### config.mk
export PLATFORM = sky130hd
export DESIGN_NAME = ksa
export DESIGN_NICKNAME = d
export VERILOG_FILES = /design/src/rtl/arc4_pkg.sv /design/src/rtl/ksa.sv
export SDC_FILE = /design/constraint.sdc
export NUM_CORES = 1
export LEC_CHECK = 0
export CAP_MARGIN = 30
export CORE_MARGIN = 1
export CORE_UTILIZATION = 43
export DETAILED_ROUTE_END_ITERATION = 16
export GPL_ROUTABILITY_DRIVEN = 1
export HOLD_SLACK_MARGIN = 0.08
export PLACE_DENSITY = 0.74
export SLEW_MARGIN = 20
export SYNTH_ARGS = -nofsm -noshare
export SYNTH_HDL_FRONTEND = slang
export SYNTH_SLANG_ARGS = --single-unit
### constraint.sdc
create_clock -name clk -period 4.1 [get_ports clk]
set_input_delay 0.41 -clock clk [delete_from_list [all_inputs] [get_ports clk]]
set_output_delay 0.41 -clock clk [all_outputs]
set_load 0.02 [all_outputs]
### src/rtl/arc4_pkg.sv
// arc4_pkg: definitions shared by the ARC4 datapath stages.
//   - ksa_state_t   : key-scheduling FSM state encoding
//   - S_DEPTH       : size of the S permutation memory
//   - KSA_KEY_BYTES : default number of secret-key bytes
//   - key_byte()    : selects one byte of a secret key (byte 0 = MSB)
// Optional feature macro: KSA_FUSED_INIT_EN adds the INIT state, which
// writes the identity permutation before key scheduling starts.
package arc4_pkg;

  localparam int S_DEPTH       = 256;
  localparam int KSA_KEY_BYTES = 3;
  // Widest key that key_byte() can select from.
  localparam int MAX_KEY_BYTES = 32;

  typedef enum logic [2:0] {
    IDLE,
    RD_I,
    CAP_I,
    RD_J,
    CAP_J,
    WR_I,
`ifdef KSA_FUSED_INIT_EN
    WR_J,
    INIT
`else
    WR_J
`endif
  } ksa_state_t;

  // The caller left-aligns its key in a MAX_KEY_BYTES-wide vector, so
  // byte 0 is always the top byte regardless of the real key length.
  function automatic logic [7:0] key_byte(
    input logic [8*MAX_KEY_BYTES-1:0] key,
    input int unsigned                idx
  );
    return key[8*(MAX_KEY_BYTES-1-idx) +: 8];
  endfunction

endpackage

### src/rtl/ksa.sv
// ksa: ARC4 key-scheduling stage.
// Permutes the 256-byte S memory with the secret key:
//   j = 0; for i in 0..255 { j += S[i] + key[i mod KEY_BYTES]; swap(S[i], S[j]) }
// Each iteration takes six cycles (read i, capture, read j, capture,
// write i, write j) on a single-port RAM with 1-cycle read latency.
//
// Ports:
//   clk       in  : clock, rising edge
//   rst_n     in  : synchronous active-low reset
//   en        in  : start request, honoured only while rdy=1
//   rdy       out : idle, ready to accept en
//   key       in  : secret key (8*KEY_BYTES bits, byte 0 = MSB), latched on accept
//   s_addr    out : S memory address
//   s_rddata  in  : S read data, valid the cycle after the address
//   s_wrdata  out : S write data
//   s_wren    out : S write enable
//
// Parameter: KEY_BYTES (1..MAX_KEY_BYTES), default 3.
// Macro KSA_FUSED_INIT_EN: when defined, an INIT phase first writes
// S[k]=k for k=0..255 (256 extra cycles); when undefined, S must already
// hold the identity permutation when en is asserted.
module ksa
  import arc4_pkg::*;
#(
  parameter int KEY_BYTES = KSA_KEY_BYTES
) (
  input  logic                   clk,
  input  logic                   rst_n,
  input  logic                   en,
  output logic                   rdy,
  input  logic [8*KEY_BYTES-1:0] key,
  output logic [7:0]             s_addr,
  input  logic [7:0]             s_rddata,
  output logic [7:0]             s_wrdata,
  output logic                   s_wren
);

  localparam int         KIDX_W   = (KEY_BYTES > 1) ? $clog2(KEY_BYTES) : 1;
  localparam int         KW       = 8 * MAX_KEY_BYTES;
  localparam logic [7:0] LAST_IDX = 8'(S_DEPTH - 1);
  localparam logic [KIDX_W-1:0] LAST_KIDX = KIDX_W'(KEY_BYTES - 1);

  ksa_state_t              state_reg, state_next;
  logic [7:0]              i_reg, i_next;
  logic [7:0]              j_reg, j_next;
  logic [KIDX_W-1:0]       kidx_reg, kidx_next;
  logic [7:0]              si_reg, si_next;
  logic [7:0]              sj_reg, sj_next;
  logic [8*KEY_BYTES-1:0]  key_reg, key_next;

  // Key bytes as a small array so the running key byte is a plain mux
  // on kidx rather than a modulo of i.
  logic [KW-1:0] key_wide;
  logic [7:0]    key_bytes [KEY_BYTES];
  logic [7:0]    cur_key_byte;

  assign key_wide = KW'(key_reg) << (KW - 8*KEY_BYTES);

  for (genvar gi = 0; gi < KEY_BYTES; gi++) begin : g_key_byte
    assign key_bytes[gi] = key_byte(key_wide, gi);
  end

  assign cur_key_byte = key_bytes[kidx_reg];

  always_ff @(posedge clk) begin
    if (!rst_n) begin
      state_reg <= IDLE;
      i_reg     <= '0;
      j_reg     <= '0;
      kidx_reg  <= '0;
      si_reg    <= '0;
      sj_reg    <= '0;
      key_reg   <= '0;
    end else begin
      state_reg <= state_next;
      i_reg     <= i_next;
      j_reg     <= j_next;
      kidx_reg  <= kidx_next;
      si_reg    <= si_next;
      sj_reg    <= sj_next;
      key_reg   <= key_next;
    end
  end

  // Next-state and outputs. Outputs depend only on state and registers,
  // never on en or s_rddata directly.
  always_comb begin
    state_next = state_reg;
    i_next     = i_reg;
    j_next     = j_reg;
    kidx_next  = kidx_reg;
    si_next    = si_reg;
    sj_next    = sj_reg;
    key_next   = key_reg;
    rdy        = 1'b0;
    s_addr     = 8'd0;
    s_wrdata   = 8'd0;
    s_wren     = 1'b0;

    case (state_reg)
      IDLE: begin
        rdy = 1'b1;
        if (en) begin
          key_next  = key;
          i_next    = 8'd0;
          j_next    = 8'd0;
          kidx_next = '0;
`ifdef KSA_FUSED_INIT_EN
          state_next = INIT;
`else
          state_next = RD_I;
`endif
        end
      end

`ifdef KSA_FUSED_INIT_EN
      // i doubles as the fill counter; it wraps back to 0 on the final
      // write, which is exactly the starting index for key scheduling.
      INIT: begin
        s_addr   = i_reg;
        s_wrdata = i_reg;
        s_wren   = 1'b1;
        i_next   = i_reg + 8'd1;
        if (i_reg == LAST_IDX) begin
          state_next = RD_I;
        end
      end
`endif

      RD_I: begin
        s_addr     = i_reg;
        state_next = CAP_I;
      end

      CAP_I: begin
        si_next    = s_rddata;
        j_next     = j_reg + s_rddata + cur_key_byte;
        state_next = RD_J;
      end

      RD_J: begin
        s_addr     = j_reg;
        state_next = CAP_J;
      end

      CAP_J: begin
        sj_next    = s_rddata;
        state_next = WR_I;
      end

      WR_I: begin
        s_addr     = i_reg;
        s_wrdata   = sj_reg;
        s_wren     = 1'b1;
        state_next = WR_J;
      end

      // When i==j both writes hit the same address with the same value,
      // so the swap degenerates correctly without a special case.
      WR_J: begin
        s_addr    = j_reg;
        s_wrdata  = si_reg;
        s_wren    = 1'b1;
        i_next    = i_reg + 8'd1;
        kidx_next = (kidx_reg == LAST_KIDX) ? '0 : kidx_reg + 1'b1;
        state_next = (i_reg == LAST_IDX) ? IDLE : RD_I;
      end

      default: begin
        state_next = IDLE;
      end
    endcase
  end

endmodule

==> flow_metrics.env <==
export IMPL_met3WireLength_um=401
export IMPL_cts_setup_buffers=0
export IMPL_clock_sinks=61
export IMPL_route_detailed_drc=0
export IMPL_fp_dieH_um=88.6
export IMPL_antenna_left=0
export IMPL_avgSynthCellArea_um2=8.65
export IMPL_clockRootBuffer="clkbuf_8"
export IMPL_nNetsFinal=464
export IMPL_synth_area_leaders="dfxtp_1, nand2_1, a21boi_0"
export IMPL_antenna_cells=0
export IMPL_cts_htree_levels=3
export IMPL_period_needed_ns=3.15
export IMPL_nFillCells=667
export IMPL_peakVddDrop_v=0.000182
export IMPL_worst_slew_pin_slew_ns=0.745
export IMPL_wire_per_inst_um=14.0
export IMPL_vias=2732
export IMPL_rsz0062_at_grt="no"
export IMPL_tns_ns=0
export IMPL_yosysWarningCount=0
export IMPL_hold_buffers=0
export IMPL_skew_ns=0.0116
export IMPL_fin_crit_sh=0.767
export IMPL_cts_resized_gates=0
export IMPL_clockBufferDepth=2
export IMPL_run_status="finished, final reports clean"
export IMPL_layout_drive_gt1_share=0.0597
export IMPL_clkTransAtPathRegs_ns=0.07
export IMPL_timing_rr_start="kidx_reg[1]"
export IMPL_wl_met1_mm=3.45
export IMPL_slew_viol_final=0
export IMPL_power_leakage_nw=1.35
export IMPL_dp_cells=502
export IMPL_yosysSeqAreaShare=0.379
export IMPL_worstHoldPathType="reg -> reg"
export IMPL_start_kind="flip-flop"
export IMPL_maxCapViolCount=0
export IMPL_io_pins=53
export IMPL_grt_pass1_wl_mm=12.3
export IMPL_final_cells=518
export IMPL_place_area_um2=3790
export IMPL_path_cells="nor2b_1 -> nand2_1 -> o21ai_0 -> fa_1 -> ha_1 -> inv_1 -> fa_1 -> nand2b_1 -> a21oi_1 -> o21a_1 -> or4_1 -> nand3_1"
export IMPL_synth_distinct_cells=43
export IMPL_syn_area_um2=3230
export IMPL_cpPeakStageDelay_ns=0.50
export IMPL_critPathKind="reg -> reg"
export IMPL_wirelength_mm=7.23
export IMPL_yosysTopAreaCell="dfxtp_1"
export IMPL_core_region_area_um2=7250
export IMPL_final_core_util=0.552
export IMPL_place_hpwl_mm=5.11
export IMPL_max_slew_margin=0.503
export IMPL_first_iter_violations=157
export IMPL_async_flop_share=0
export IMPL_grt_pass1_vias=2563
export IMPL_port_buffers=52
export IMPL_design_area_um2=4000
export IMPL_hold_start="key_bytes[15]"
export IMPL_required_ns=4.38
export IMPL_fmax_mhz=318
export IMPL_hold_viol_final=0
export IMPL_critical_path_slowest_cell="dfxtp_1"
export IMPL_synth_common_cells="nand2_1, dfxtp_1, a21boi_0"
export IMPL_finalPower_mw=1.49
export IMPL_wl_met2_mm=3.25
export IMPL_clock_latency_ns=0.34
export IMPL_synthFlopType="dfxtp_1"
export IMPL_syn_nets=423
export IMPL_dieWidth_um=88.6
export IMPL_end_kind="flip-flop"
export IMPL_viasPerCell=5.27
export IMPL_synth_top_area_share=0.379
export IMPL_grt_max_degree=64
export IMPL_grt_overflow=0
export IMPL_largest_reg_flops=24
export IMPL_synthCells=373
export IMPL_worstPathMaxFanout=12
export IMPL_yosysMostFrequentCell="nand2_1"
export IMPL_crit_arrival_ns=3.43
export IMPL_die_area_um2=7850
export IMPL_startpoint="kidx_reg[1]"
export IMPL_synth_edf_count=0
export IMPL_rows=31
export IMPL_p_per_area_nw_per_um2=373
export IMPL_start_util=0.445
export IMPL_area_delta_synth_final_pct=24.1
export IMPL_first_pass_iters=5
export IMPL_numCtsBuffers=9
export IMPL_synth_seq_cells=61
export IMPL_track_usage=0.209
export IMPL_globalplace_congestion=0.925
export IMPL_critical_path_most_common_cell="fa_1"
export IMPL_antenna_found_initial=0
export IMPL_cts_tree="yes"
export IMPL_top_layer_used="met4"
export IMPL_final_setup_viol_count=0
-- metal layers --
layer  vias to the layer above  GRT usage
met5                         -          0
met4                         0     0.0821
met3                        13     0.0532
met2                        86      0.324
met1                      1259      0.278
li1                       1374          -
-- final timing paths --
check | end | depth (start not counted) | slack, ns
setup / recovery | j_reg[7] | 12 | 0.95
hold / removal | key_bytes[15] | 2 | 0.46
setup reg to reg | j_reg[7] | 12 | 0.95
hold reg to reg | key_bytes[15] | 2 | 0.46
-- power by group --
| part | switching, mW | internal [mW] | total, mW |
|---|---|---|---|
| logic | 0.136 | 0.117 | 0.254 |
| clock network | 0.242 | 0.341 | 0.583 |
| registers | 0.0297 | 0.627 | 0.656 |
-- metrics by stage --
stage                     worst slack, ns  hold slack (ns)
after floorplan                      1.26            0.443
after global placement               1.15            0.451
after detailed placement            0.990            0.461
after CTS                           0.985            0.469
after global routing                0.691            0.494
final                               0.955            0.465
-- layout make-up --
| cell class | instances | area [um^2] | share of cell area |
|---|---|---|---|
| clock buffer | 10 | 128 | 0.0319 |
| tap | 99 | 124 | 0.0309 |
| timing repair buffer | 58 | 566 | 0.141 |
| inverter | 4 | 15.0 | 0.00375 |
| sequential | 61 | 1220 | 0.305 |
| clock inverter | 6 | 87.6 | 0.0219 |
| multi-input combinational | 280 | 1860 | 0.465 |
-- kinds of logic after synthesis --
logic type      count (synthesis)  synth area share
buf+inv                        32            0.0442
xor+xnor                        6            0.0163
flops                          61             0.379
simple gates                  148             0.227
fa+ha+maj                      15            0.0768
mux                            17            0.0528
compound gates                 94             0.204
-- critical path: cells and delay by family (launching register included) --
| kind | cells | cell delay (ns) |
|---|---|---|
| AND/OR/NAND/NOR | 5 | 1.21 |
| adder cells (fa/ha/maj) | 3 | 0.89 |
| flip-flops | 1 | 0.50 |
| AO/OA/AOI/OAI | 3 | 0.41 |
| buffers and inverters | 1 | 0.07 |
-- layout by cell type (no fill, tap or decap), types with 6 or more instances in the layout --
cell type,instances
a21boi_0,40
a21oi_1,7
a22o_1,8
a22oi_1,8
buf_4,6
clkbuf_8,9
clkdlybuf4s50_1,52
dfxtp_1,61
fa_1,8
ha_1,7
mux2i_1,17
nand2_1,82
nand3_1,12
nor2b_1,22
o21ai_0,17
No activity file was read; power rests on OpenSTA's default activity.
